--- src/rtl/if_fetch_unit.sv ---
`default_nettype none
// ==== if_fetch_unit : IF stage, req/gnt/rvalid fetch into in-order {pc,instr} buffer ====
// ==== Option macro FETCH_MISALIGN_CHECK_EN : misaligned PCs queue a flagged entry. Rev 1.0 ==
module if_fetch_unit #(
  parameter int ADDR_W    = 32,
  parameter int DATA_W    = 32,
  parameter int BUF_DEPTH = 2
) (
  input  logic              clk_i,
  input  logic              rst_n_i,
  input  logic [ADDR_W-1:0] pc_i,
  output logic              stall_o,
  input  logic              flush_i,
  output logic              imem_req_o,
  output logic [ADDR_W-1:0] imem_addr_o,
  input  logic              imem_gnt_i,
  input  logic              imem_rvalid_i,
  input  logic [DATA_W-1:0] imem_rdata_i,
  output logic              id_valid_o,
  output logic [ADDR_W-1:0] id_pc_o,
  output logic [DATA_W-1:0] id_instr_o,
  output logic              id_misalign_o,
  input  logic              id_ready_i
);
  localparam int          PW      = $clog2(BUF_DEPTH);
  localparam int          CW      = $clog2(BUF_DEPTH + 1);
  localparam logic [CW:0] DEPTH_C = (CW+1)'(BUF_DEPTH);

  // Slots are allocated at issue time so misaligned entries keep program order.
  logic [ADDR_W-1:0]    slot_pc    [BUF_DEPTH];
  logic [DATA_W-1:0]    slot_instr [BUF_DEPTH];
  logic [BUF_DEPTH-1:0] slot_done;
  logic [PW-1:0]        tag_slot   [BUF_DEPTH];
  logic [PW-1:0]        head, tail, tag_rd, tag_wr;
  logic [CW-1:0]        used, pend, dsc;
`ifdef FETCH_MISALIGN_CHECK_EN
  logic [BUF_DEPTH-1:0] slot_mis;
`endif

  logic        misaligned, pop, take, issue, mis_push, fill, drop;
  logic [CW:0] credit;

`ifdef FETCH_MISALIGN_CHECK_EN
  assign misaligned = (pc_i[1:0] != 2'b00);
`else
  assign misaligned = 1'b0;
`endif

  assign id_valid_o  = slot_done[head];
  assign pop         = id_valid_o & id_ready_i;
  // Credit = allocated slots (after this pop) + responses still to be discarded.
  assign credit      = {1'b0, used} - {{CW{1'b0}}, pop} + {1'b0, dsc};
  assign take        = rst_n_i & ~flush_i & (credit < DEPTH_C);
  assign imem_req_o  = take & ~misaligned;
  assign imem_addr_o = pc_i;
  assign issue       = imem_req_o & imem_gnt_i;
  assign mis_push    = take & misaligned;
  assign stall_o     = ~rst_n_i | (~flush_i & ~(issue | mis_push));
  assign drop        = imem_rvalid_i & (dsc != '0);
  assign fill        = imem_rvalid_i & (dsc == '0) & ~flush_i;

  assign id_pc_o     = id_valid_o ? slot_pc[head]    : '0;
  assign id_instr_o  = id_valid_o ? slot_instr[head] : '0;
`ifdef FETCH_MISALIGN_CHECK_EN
  assign id_misalign_o = id_valid_o & slot_mis[head];
`else
  assign id_misalign_o = 1'b0;
`endif

  always_ff @(posedge clk_i or negedge rst_n_i) begin
    if (!rst_n_i) begin
      head      <= '0;
      tail      <= '0;
      tag_rd    <= '0;
      tag_wr    <= '0;
      used      <= '0;
      pend      <= '0;
      dsc       <= '0;
      slot_done <= '0;
`ifdef FETCH_MISALIGN_CHECK_EN
      slot_mis  <= '0;
`endif
      for (int i = 0; i < BUF_DEPTH; i++) begin
        slot_pc[i]    <= '0;
        slot_instr[i] <= '0;
        tag_slot[i]   <= '0;
      end
    end else if (flush_i) begin
      head      <= '0;
      tail      <= '0;
      tag_rd    <= '0;
      tag_wr    <= '0;
      used      <= '0;
      pend      <= '0;
      slot_done <= '0;
      // Live fetches become discards; a response arriving now is dropped either way.
      dsc       <= dsc + pend - CW'(imem_rvalid_i);
    end else begin
      if (pop) begin
        slot_done[head] <= 1'b0;
        head            <= head + PW'(1);
      end
      if (fill) begin
        slot_instr[tag_slot[tag_rd]] <= imem_rdata_i;
        slot_done[tag_slot[tag_rd]]  <= 1'b1;
        tag_rd                       <= tag_rd + PW'(1);
      end
      if (issue) begin
        slot_pc[tail]    <= pc_i;
        tag_slot[tag_wr] <= tail;
        tag_wr           <= tag_wr + PW'(1);
        tail             <= tail + PW'(1);
`ifdef FETCH_MISALIGN_CHECK_EN
        slot_mis[tail]   <= 1'b0;
`endif
      end
      if (mis_push) begin
        slot_pc[tail]    <= pc_i;
        slot_instr[tail] <= '0;
        slot_done[tail]  <= 1'b1;
        tail             <= tail + PW'(1);
`ifdef FETCH_MISALIGN_CHECK_EN
        slot_mis[tail]   <= 1'b1;
`endif
      end
      used <= used + CW'(issue | mis_push) - CW'(pop);
      pend <= pend + CW'(issue) - CW'(fill);
      dsc  <= dsc - CW'(drop);
    end
  end

endmodule
`default_nettype wire

--- config.mk ---
export PLATFORM = sky130hd
export DESIGN_NAME = if_fetch_unit
export DESIGN_NICKNAME = d
export VERILOG_FILES = /design/src/rtl/if_fetch_unit.sv
export SDC_FILE = /design/constraint.sdc
export NUM_CORES = 1
export LEC_CHECK = 0
export ABC_AREA = 1
export BUFFER_PORTS_ARGS = -buffer_cell sky130_fd_sc_hd__buf_2
export CAP_MARGIN = 0
export CORE_MARGIN = 3
export CORE_UTILIZATION = 55
export DETAILED_ROUTE_END_ITERATION = 7
export GPL_TIMING_DRIVEN = 0
export PLACE_DENSITY = 0.81
export SYNTH_ARGS = -nofsm -noshare
export SYNTH_HDL_FRONTEND = slang
export SYNTH_SLANG_ARGS = --single-unit
--- constraint.sdc ---
create_clock -name clk_i -period 4.84 [get_ports clk_i]
set_input_delay 0 -clock clk_i [delete_from_list [all_inputs] [get_ports clk_i]]
set_output_delay 0 -clock clk_i [all_outputs]
set_load 0.02 [all_outputs]
==> flow_summary.json, run 1 <==
{
  "core_mm2": 0.0136,
  "drc": 0,
  "die_x_um": 125,
  "die_y_um": 125,
  "fin_nets": 1348,
  "final.period_utilization": 0.617,
  "min_period_ps": 2990,
  "rrSetupSlack_ps": 1850,
  "cts_resized": 0,
  "syn_area_mm2": 0.00779,
  "drv_cap": 0,
  "setup_violations": 0,
  "rows": 42,
  "synth-async-reset-ratio": 1.00,
  "grt_pass1_wl_mm": 34.6,
  "numCtsBuffers": 17,
  "layoutNonFillerInstCount": 1458,
  "ys_seq_area_frac": 0.456,
  "track_usage": 0.268,
  "io_pins": 170,
  "cp_top_family": "adder cells",
  "dp.final_hpwl_mm": 13.1,
  "status": "completed",
  "fin_skew_ps": 5.83,
  "regArea_mm2": 0.00355,
  "ys.flop_type": "dfrtp_1",
  "clockBufferDepth": 2,
  "cp-start-kind": "register",
  "finish.utilization": 0.746,
  "clk_pin_slew_worst_paths_ps": 60,
  "cellPowerDensity_mw_per_mm2": 464,
  "ctsHoldBuffers": 68,
  "critPathBufInv": 4,
  "synthesis.nets": 1094,
  "synth-edff-count": 0,
  "grt_pass1_vias": 7281,
  "synthCells": 1015,
  "ant_nets": 0,
  "syn_area_per_cell_um2": 7.68,
  "gp_congestion": 0.821,
  "fin_setup_tns_ps": 0,
  "wl_per_cell_um": 14.3,
  "via_per_inst": 5.12,
  "crit_required_ps": 5150,
  "cp-startpoint": "head$_DFFE_PN0P_",
  "first_pass_iters": 5,
  "drive_gt1_frac": 0.262,
  "antenna_found_initial": 0,
  "min_path_cells": 4,
  "min_from": "imem_gnt_i",
  "clock-sinks": 142,
  "end_kind": "register",
  "die_area_mm2": 0.0156,
  "post-cts-setup-buffer-count": 0,
  "hold_viol_final": 0,
  "maxSlewHeadroom": 0.455,
  "synth-seq-cells": 142,
  "critPathKind": "reg -> reg",
  "cpPeakStageDelay_ps": 560,
  "slew_viol_final": 0,
  "r2r_start": "head$_DFFE_PN0P_",
  "tightest_slew_ps": 817,
  "path_cells": "inv_1, nand2_1, nand2_1, nand2_1, inv_1, nand2_1, nand3_1, fa_1, nand2_1, nor2_4, nand3_1, ha_1, inv_1, ha_1, inv_1, nor2_1",
  "yosys_warnings": 0,
  "fill_cells": 1013,
  "clock-root-buffer": "clkbuf_16",
  "cpMaxStageDelayCell": "fa_1",
  "antennaDiodeCount": 0,
  "grt_max_degree": 85,
  "power_leakage_nw": 6.14,
  "final_cell_mix": "nand2_1 (481), buf_2 (192), dfrtp_1 (142), inv_1 (111)",
  "insertion_delay_ps": 420,
  "tritoncts": "built",
  "crit_arrival_ps": 3290,
  "layout_commonest_cell": "nand2_1",
  "routed_wl_mm": 20.8,
  "irDropWorstVdd_v": 0.000273,
  "place_inst": 1358,
  "path_max_fanout": 5,
  "rsz0062_at_grt": "false",
  "r2r_cells": 16,
  "cpMostUsedCell": "nand2_1",
  "grt_overflow": 0,
  "r2r_end": "used[0]$_DFF_PN0_",
  "synth_cell_types": 30,
  "htree_levels": 4,
  "initial_core_util": 0.575,
  "hold_end": "slot_pc[63]$_DFFE_PN0P_",
  "power.total_mw": 4.69,
  "io_buffers": 166,
  "hp-class": "in -> reg",
  "timing.fmax_mhz": 335,
  "num_vias": 7462,
  "drt-initial-drc-count": 700,
  "syn2layout_area_growth_pct": 29.7,
  "multi_input_area_mm2": 0.00313
}
state kept, by name, summed over array words and instances (netlist names):
register    count
slot_done       2
tag_rd          1
tail            1
slot_instr     64
pend            2
head            1
used            2
dsc             2
tag_slot        2
tag_wr          1
slot_pc        64
cell usage after synthesis, types with 8 or more instances:
| master | instances | area (um^2) |
|---|---|---|
| o21ai_1 | 18 | 90.1 |
| nor2_1 | 8 | 30.0 |
| buf_6 | 18 | 203 |
| clkbuf_1 | 16 | 60.1 |
| buf_2 | 27 | 135 |
| nand2_1 | 481 | 1810 |
| ha_1 | 8 | 100 |
| inv_1 | 111 | 417 |
| buf_4 | 36 | 270 |
| o21ai_2 | 45 | 394 |
| nand4_1 | 68 | 425 |
| dfrtp_1 | 142 | 3550 |
how the worst max path moves through the flow:
stage | end | slack, ps | depth (start not counted)
after detailed placement | used[0]$_DFF_PN0_ | 1860 | 16
after global routing | used[0]$_DFF_PN0_ | 1580 | 16
after global placement | used[0]$_DFF_PN0_ | 640 | 9
final | used[0]$_DFF_PN0_ | 1850 | 16
after CTS | used[0]$_DFF_PN0_ | 1840 | 16
after floorplan | pend[0]$_DFF_PN0_ | 2260 | 12
metal layers:
layer | vias up | track usage | part of all wire
li1 | 3622 | - | -
met1 | 3464 | 0.349 | 0.41
met2 | 319 | 0.440 | 0.49
met3 | 57 | 0.0520 | 0.063
met4 | 0 | 0.115 | 0.030
met5 | - | 0 | 0
cell families (layout without fill, tap and decap cells):
logic type      count (synthesis)  count (layout)  share of synthesized area
xor+xnor                        8               8                    0.00899
compound gates                 71              71                     0.0679
flops                         142             142                      0.456
fa+ha+maj                       9               9                     0.0154
simple gates                  572             572                      0.309
buf+inv                       212             479                      0.143
other cells                     1               1                   0.000481
cell type report:
class	instances	area share
Clock buffer	21	0.0455
Multi-Input combinational cell	661	0.309
Inverter	114	0.0433
Clock inverter	11	0.00916
Sequential cell	142	0.351
Tap cell	176	0.0218
Timing Repair Buffer	235	0.153
Buffer	98	0.0666
worst min-delay path, cell delays in order:
cell and delay [ps]:
buf_2 160, nand4_4 150, nand2_1 60, nand2_1 60
through the flow:
stage | hold slack [ps] | setup WS [ps] | cell area [um^2]
2_1_floorplan | -296 | 2260 | 7790
3_3_place_gp | 254 | 640 | 8840
3_5_place_dp | 113 | 1860 | 8880
4_1_cts | 37.4 | 1840 | 10100
5_1_grt | 56.9 | 1580 | 10100
6_report | 43.9 | 1850 | 10100
report_power, final:
group | internal (mW) | switching [mW] | leakage, nW | total, mW
Combinational | 0.633 | 1.00 | 4.00 | 1.64
Sequential | 1.60 | 0.226 | 1.87 | 1.83
Clock | 0.729 | 0.497 | 0.272 | 1.23
Note: power is estimated with default switching activity, not from simulation.
==> inputs of run 2 (changes only) <==
--- a/config.mk
+++ b/config.mk
@@ -9,10 +9,10 @@
 export BUFFER_PORTS_ARGS = -buffer_cell sky130_fd_sc_hd__buf_2
 export CAP_MARGIN = 0
 export CORE_MARGIN = 3
-export CORE_UTILIZATION = 55
+export CORE_UTILIZATION = 50
 export DETAILED_ROUTE_END_ITERATION = 7
 export GPL_TIMING_DRIVEN = 0
-export PLACE_DENSITY = 0.81
+export PLACE_DENSITY = 0.77
 export SYNTH_ARGS = -nofsm -noshare
 export SYNTH_HDL_FRONTEND = slang
 export SYNTH_SLANG_ARGS = --single-unit
==> constraint.sdc (replaced) <==
create_clock -name clk_i -period 2.4 [get_ports clk_i]
set_input_delay 0 -clock clk_i [delete_from_list [all_inputs] [get_ports clk_i]]
set_output_delay 0 -clock clk_i [all_outputs]
set_load 0.02 [all_outputs]
==> flow_summary.json, run 2 (synthesis gave the netlist of run 1 again) <==
{
  "slew_viol_final": 0,
  "numCtsBuffers": 17,
  "clockBufferDepth": 2,
  "path_max_fanout": 4,
  "seq_power_share": 0.368,
  "grt_pass1_wl_mm": 34.4,
  "die_area_mm2": 0.0171,
  "grt_max_degree": 95,
  "r2r_start": "head$_DFFE_PN0P_",
  "gp_congestion": 0.785,
  "use_met3": 0.0451,
  "rrSetupSlack_ps": -200,
  "drv_cap": 0,
  "clock-root-buffer": "clkbuf_16",
  "insertion_delay_ps": 430,
  "cpPeakStageDelay_ps": 550,
  "drive_gt1_frac": 0.296,
  "htree_levels": 4,
  "maxSlewHeadroom": 0.625,
  "grt_pass1_vias": 7006,
  "min_period_ps": 2600,
  "grt_overflow": 0,
  "combPwrFrac": 0.369,
  "crit_required_ps": 2750,
  "end_kind": "register",
  "hold_viol_final": 0,
  "dp.final_hpwl_mm": 13.1,
  "grtUsageMet1": 0.329,
  "io_pins": 170,
  "r2r_cells": 17,
  "violations": "negative setup slack",
  "hp-class": "in -> async",
  "routed_wl_mm": 22.2,
  "rsz0062_at_grt": "true",
  "p_sw_frac": 0.361,
  "fin_setup_tns_ps": -8520,
  "io_buffers": 166,
  "antenna_found_initial": 0,
  "via_per_inst": 5.09,
  "track_usage": 0.257,
  "crit_arrival_ps": 2950,
  "die_x_um": 131,
  "path_cells": "inv_2, nand2_2, nand2_4, nand2_4, inv_2, nand2_2, nand3_2, fa_2, nand2_2, nor2_4, nand3_4, ha_4, inv_2, ha_4, nand2_2, nand2_2, nor2_1",
  "num_vias": 7623,
  "drc": 0,
  "layout_setup_ws_ps": -198,
  "power_leakage_nw": 6.37,
  "cellPowerDensity_mw_per_mm2": 937,
  "fin_nets": 1376,
  "clock-sinks": 142,
  "ant_nets": 0,
  "wl_per_cell_um": 14.9,
  "r2r_end": "used[1]$_DFF_PN0_",
  "critPathKind": "reg -> reg",
  "p_int_mw": 6.40,
  "core_mm2": 0.0152,
  "initial_core_util": 0.513,
  "syn2layout_area_growth_pct": 37.1,
  "clk_pin_slew_worst_paths_ps": 60,
  "layout_commonest_cell": "nand2_1",
  "cpMostUsedCell": "nand2_2",
  "clkPwrFrac": 0.263,
  "final.period_utilization": 1.08,
  "irDropWorstVdd_v": 0.000579,
  "cpMaxStageDelayCell": "fa_2",
  "setup_violations": 68,
  "die_y_um": 131,
  "tritoncts": "built",
  "final_cell_mix": "nand2_1 (467), buf_2 (179), dfrtp_1 (141), inv_1 (105), dlygate4sd3_1 (73)",
  "antennaDiodeCount": 0,
  "grt_util_met2": 0.431,
  "post-place-ws_ps": -377,
  "status": "finished with violations",
  "busiest_layer": "met2",
  "timing.fmax_mhz": 385,
  "drt-initial-drc-count": 835,
  "top_regs": "slot_instr x64, slot_pc x64",
  "rows": 45,
  "cp-start-kind": "register",
  "first_pass_iters": 7,
  "p_sw_mw": 3.62,
  "fin_skew_ps": 6.00,
  "tightest_slew_ps": 562
}
run 2: metrics by stage:
stage | area [um^2] | util | hold slack [ps] | instances | total power, mW
floorplan | 7820 | - | -296 | 1015 | 6.04
global placement | 8880 | 0.584 | 253 | 1369 | 6.77
detailed placement | 8920 | 0.587 | -25.0 | 1370 | 6.89
CTS | 10500 | 0.693 | -192 | 1490 | 9.84
global route | 10700 | 0.703 | 117 | 1497 | 10.6
finish | 10700 | 0.703 | 77.8 | 1497 | 10.0
run 2: layout make-up:
| type | instances | area (um^2) |
|---|---|---|
| Multi-Input combinational cell | 661 | 3270 |
| Tap cell | 188 | 235 |
| Buffer | 98 | 759 |
| Inverter | 114 | 438 |
| Fill cell | 1144 | 4520 |
| Clock inverter | 5 | 78.8 |
| Timing Repair Buffer | 263 | 1840 |
| Clock buffer | 26 | 509 |
| Sequential cell | 142 | 3550 |
run 2: power by group through the flow:
stage | clock (mW) | combinational, mW | sequential [mW]
finish | 2.63 | 3.69 | 3.69
global route | 2.76 | 4.11 | 3.77
CTS | 2.64 | 3.53 | 3.67
detailed placement | 0 | 3.20 | 3.69
global placement | 0 | 3.11 | 3.65
floorplan | 0 | 2.45 | 3.59
run 2: critical path, delay by kind of cell (launching register included):
kind          cells  cell delay [ps]
fa+ha+maj         3             1000
simple gates     11              920
buf+inv           3              170
flops             1              420
run 2: repair_timing:
action                                  in CTS  in global routing
hold buffers                                72                  1
endpoints found under the setup margin      65                140
buffers inserted                            16                  6
pin swaps                                   11                 17
cloned                                       1                  2
hold endpoints to repair                   191                  2
resized for setup                           48                 20
run 2: how the worst max path moves through the flow:
stage	slack, ps	startpoint	to
6_report	-200	head$_DFFE_PN0P_	used[1]$_DFF_PN0_
5_1_grt	-320	head$_DFFE_PN0P_	used[1]$_DFF_PN0_
4_1_cts	-190	head$_DFFE_PN0P_	used[0]$_DFF_PN0_
3_5_place_dp	-380	head$_DFFE_PN0P_	used[1]$_DFF_PN0_
3_3_place_gp	-1530	rst_n_i	used[0]$_DFF_PN0_
2_1_floorplan	-80	head$_DFFE_PN0P_	used[0]$_DFF_PN0_
run 2: metal layers:
layer	part of all wire	vias up
li1	-	3668
met1	0.42	3608
met2	0.50	298
met3	0.054	49
met4	0.027	0
met5	0	-
==> inputs of run 3 (changes only) <==
--- a/config.mk
+++ b/config.mk
@@ -8,11 +8,10 @@
 export ABC_AREA = 1
 export BUFFER_PORTS_ARGS = -buffer_cell sky130_fd_sc_hd__buf_2
 export CAP_MARGIN = 0
-export CORE_MARGIN = 3
-export CORE_UTILIZATION = 50
+export CORE_MARGIN = 4
+export CORE_UTILIZATION = 30
 export DETAILED_ROUTE_END_ITERATION = 7
 export GPL_TIMING_DRIVEN = 0
-export PLACE_DENSITY = 0.77
 export SYNTH_ARGS = -nofsm -noshare
 export SYNTH_HDL_FRONTEND = slang
 export SYNTH_SLANG_ARGS = --single-unit
==> flow_summary.json, run 3 (synthesis gave the netlist of run 1 again) <==
{
  "min_period_ps": 2480,
  "design_area_mm2": 0.0110,
  "fill_cells": 2573,
  "maxSlewHeadroom": 0.574,
  "min_path_cells": 4,
  "placed_cell_area_mm2": 0.00910,
  "setup_violations": 53,
  "r2r_cells": 15,
  "finish.utilization": 0.435,
  "cp-start-kind": "register",
  "clockBufferDepth": 2,
  "grt_pass1_vias": 7343,
  "hold_viol_final": 0,
  "die_x_um": 169,
  "drive_gt1_frac": 0.301,
  "via_per_inst": 4.46,
  "hold_end": "slot_pc[33]$_DFFE_PN0P_",
  "multi_input_area_mm2": 0.00325,
  "cpMostUsedCell": "nand2_2",
  "io_buffers": 166,
  "clk_pin_slew_worst_paths_ps": 60,
  "dp.final_hpwl_mm": 14.9,
  "track_usage": 0.160,
  "r2r_start": "head$_DFFE_PN0P_",
  "irDropWorstVdd_v": 0.000332,
  "cp_top_family": "adder cells",
  "rows": 58,
  "power.total_mw": 10.4,
  "path_max_fanout": 4,
  "critPathKind": "reg -> reg",
  "cpPeakStageDelay_ps": 520,
  "violations": "negative setup slack",
  "drc": 0,
  "clock-sinks": 142,
  "grt_max_degree": 81,
  "clock-root-buffer": "clkbuf_16",
  "tritoncts": "built",
  "drv_cap": 0,
  "min_from": "imem_gnt_i",
  "grt_pass1_wl_mm": 37.2,
  "critPathBufInv": 3,
  "final.period_utilization": 1.03,
  "r2r_end": "pend[0]$_DFF_PN0_",
  "wl_per_cell_um": 13.9,
  "die_area_mm2": 0.0286,
  "die_y_um": 169,
  "htree_levels": 4,
  "gp_congestion": 0.777,
  "hp-class": "in -> reg",
  "cellPowerDensity_mw_per_mm2": 938,
  "final_cell_mix": "nand2_1 (468), buf_2 (177), dfrtp_1 (141), inv_1 (105), dlygate4sd3_1 (74)",
  "layout_commonest_cell": "nand2_1",
  "slew_viol_final": 0,
  "insertion_delay_ps": 420,
  "status": "finished with violations",
  "crit_arrival_ps": 2830,
  "regArea_mm2": 0.00355,
  "rsz0062_at_grt": "true",
  "first_pass_iters": 5,
  "io_pins": 170,
  "drt-initial-drc-count": 403,
  "tightest_slew_ps": 639,
  "initial_core_util": 0.307,
  "grt_overflow": 0,
  "power_leakage_nw": 6.45,
  "timing.fmax_mhz": 403,
  "top_regs": "slot_instr x64, slot_pc x64",
  "layout_setup_ws_ps": -78.8,
  "path_cells": "inv_2, nand2_2, nand2_2, nand2_4, nand2_2, nand3_2, fa_1, nand2_2, nor2_4, nand3_4, ha_4, inv_4, ha_4, inv_2, nor2_1",
  "fin_nets": 1383,
  "antenna_found_initial": 1,
  "routed_wl_mm": 22.9,
  "antennaDiodeCount": 0,
  "cpMaxStageDelayCell": "fa_1",
  "fin_skew_ps": 8.72,
  "num_vias": 7348,
  "syn2layout_area_growth_pct": 41.8,
  "end_kind": "register",
  "core_mm2": 0.0254,
  "ant_nets": 0,
  "post-place-ws_ps": -390,
  "numCtsBuffers": 17,
  "rrSetupSlack_ps": -80,
  "crit_required_ps": 2750
}
run 3: cell count changes in the layout (fill, tap and decap cells not counted), moves of 2 or more:
| cell | before | now |
|---|---|---|
| buf_4 | 52 | 62 |
| buf_12 | 1 | 6 |
| inv_2 | 7 | 5 |
| buf_8 | 2 | 4 |
| bufinv_16 | 2 | 4 |
| buf_16 | 1 | 3 |
| buf_6 | 34 | 23 |
| buf_2 | 179 | 177 |
| inv_4 | 0 | 2 |
| clkinvlp_4 | 0 | 2 |
| clkbuf_1 | 18 | 15 |
run 3: where the power goes:
| group | leakage [nW] | internal, mW | switching [mW] | total, mW |
|---|---|---|---|---|
| clock | 0.316 | 1.88 | 1.03 | 2.91 |
| sequential | 1.87 | 3.22 | 0.437 | 3.66 |
| combinational | 4.27 | 1.65 | 2.15 | 3.80 |
run 3: area by class of cell:
class / count / share of cell area
buffer: 98 / 0.0701
clock buffer: 23 / 0.0451
clock inverter: 9 / 0.0139
inverter: 114 / 0.0401
multi-input combinational: 661 / 0.295
sequential: 142 / 0.322
tap: 330 / 0.0374
timing repair buffer: 270 / 0.177
run 3: tightest hold or removal path: stages:
cell,delay (ps)
buf_2,160
nand4_4,170
nand2_1,60
nand2_1,50
run 3: how the worst max path moves through the flow:
| stage | from | end | slack (ps) | cells past startpoint |
|---|---|---|---|---|
| after floorplan | head$_DFFE_PN0P_ | used[0]$_DFF_PN0_ | -80 | 16 |
| after global placement | rst_n_i | used[0]$_DFF_PN0_ | -1700 | 9 |
| after detailed placement | head$_DFFE_PN0P_ | pend[0]$_DFF_PN0_ | -390 | 16 |
| after CTS | head$_DFFE_PN0P_ | used[0]$_DFF_PN0_ | -170 | 15 |
| after global routing | head$_DFFE_PN0P_ | pend[1]$_DFF_PN0_ | -220 | 17 |
| final | head$_DFFE_PN0P_ | pend[0]$_DFF_PN0_ | -80 | 15 |
run 3: layer usage:
metal	share of wire	GRT usage	wire length [um]	vias to the layer above
met4	0.016	0.0501	367	2
met1	0.43	0.202	9950	3475
li1	-	-	-	3683
met3	0.049	0.0312	1110	26
met5	0.00057	0	13	-
met2	0.50	0.277	11500	162
run 3: timing repair:
action,in CTS,in global routing
pin swaps,15,11
buffers inserted,21,5
hold endpoints to repair,205,2
cloned,2,2
gates resized for setup,49,18
hold buffers,73,1
setup endpoints to repair,65,116
run 3: per-stage QoR:
step | hold WS [ps] | setup TNS (ps) | std cells
after floorplan | -296 | -245 | 1015
after global placement | 257 | -236590 | 1511
after detailed placement | 43.4 | -5120 | 1512
after CTS | -190 | -5020 | 1640
after global routing | 84.0 | -10940 | 1647
final | 61.2 | -1960 | 1647
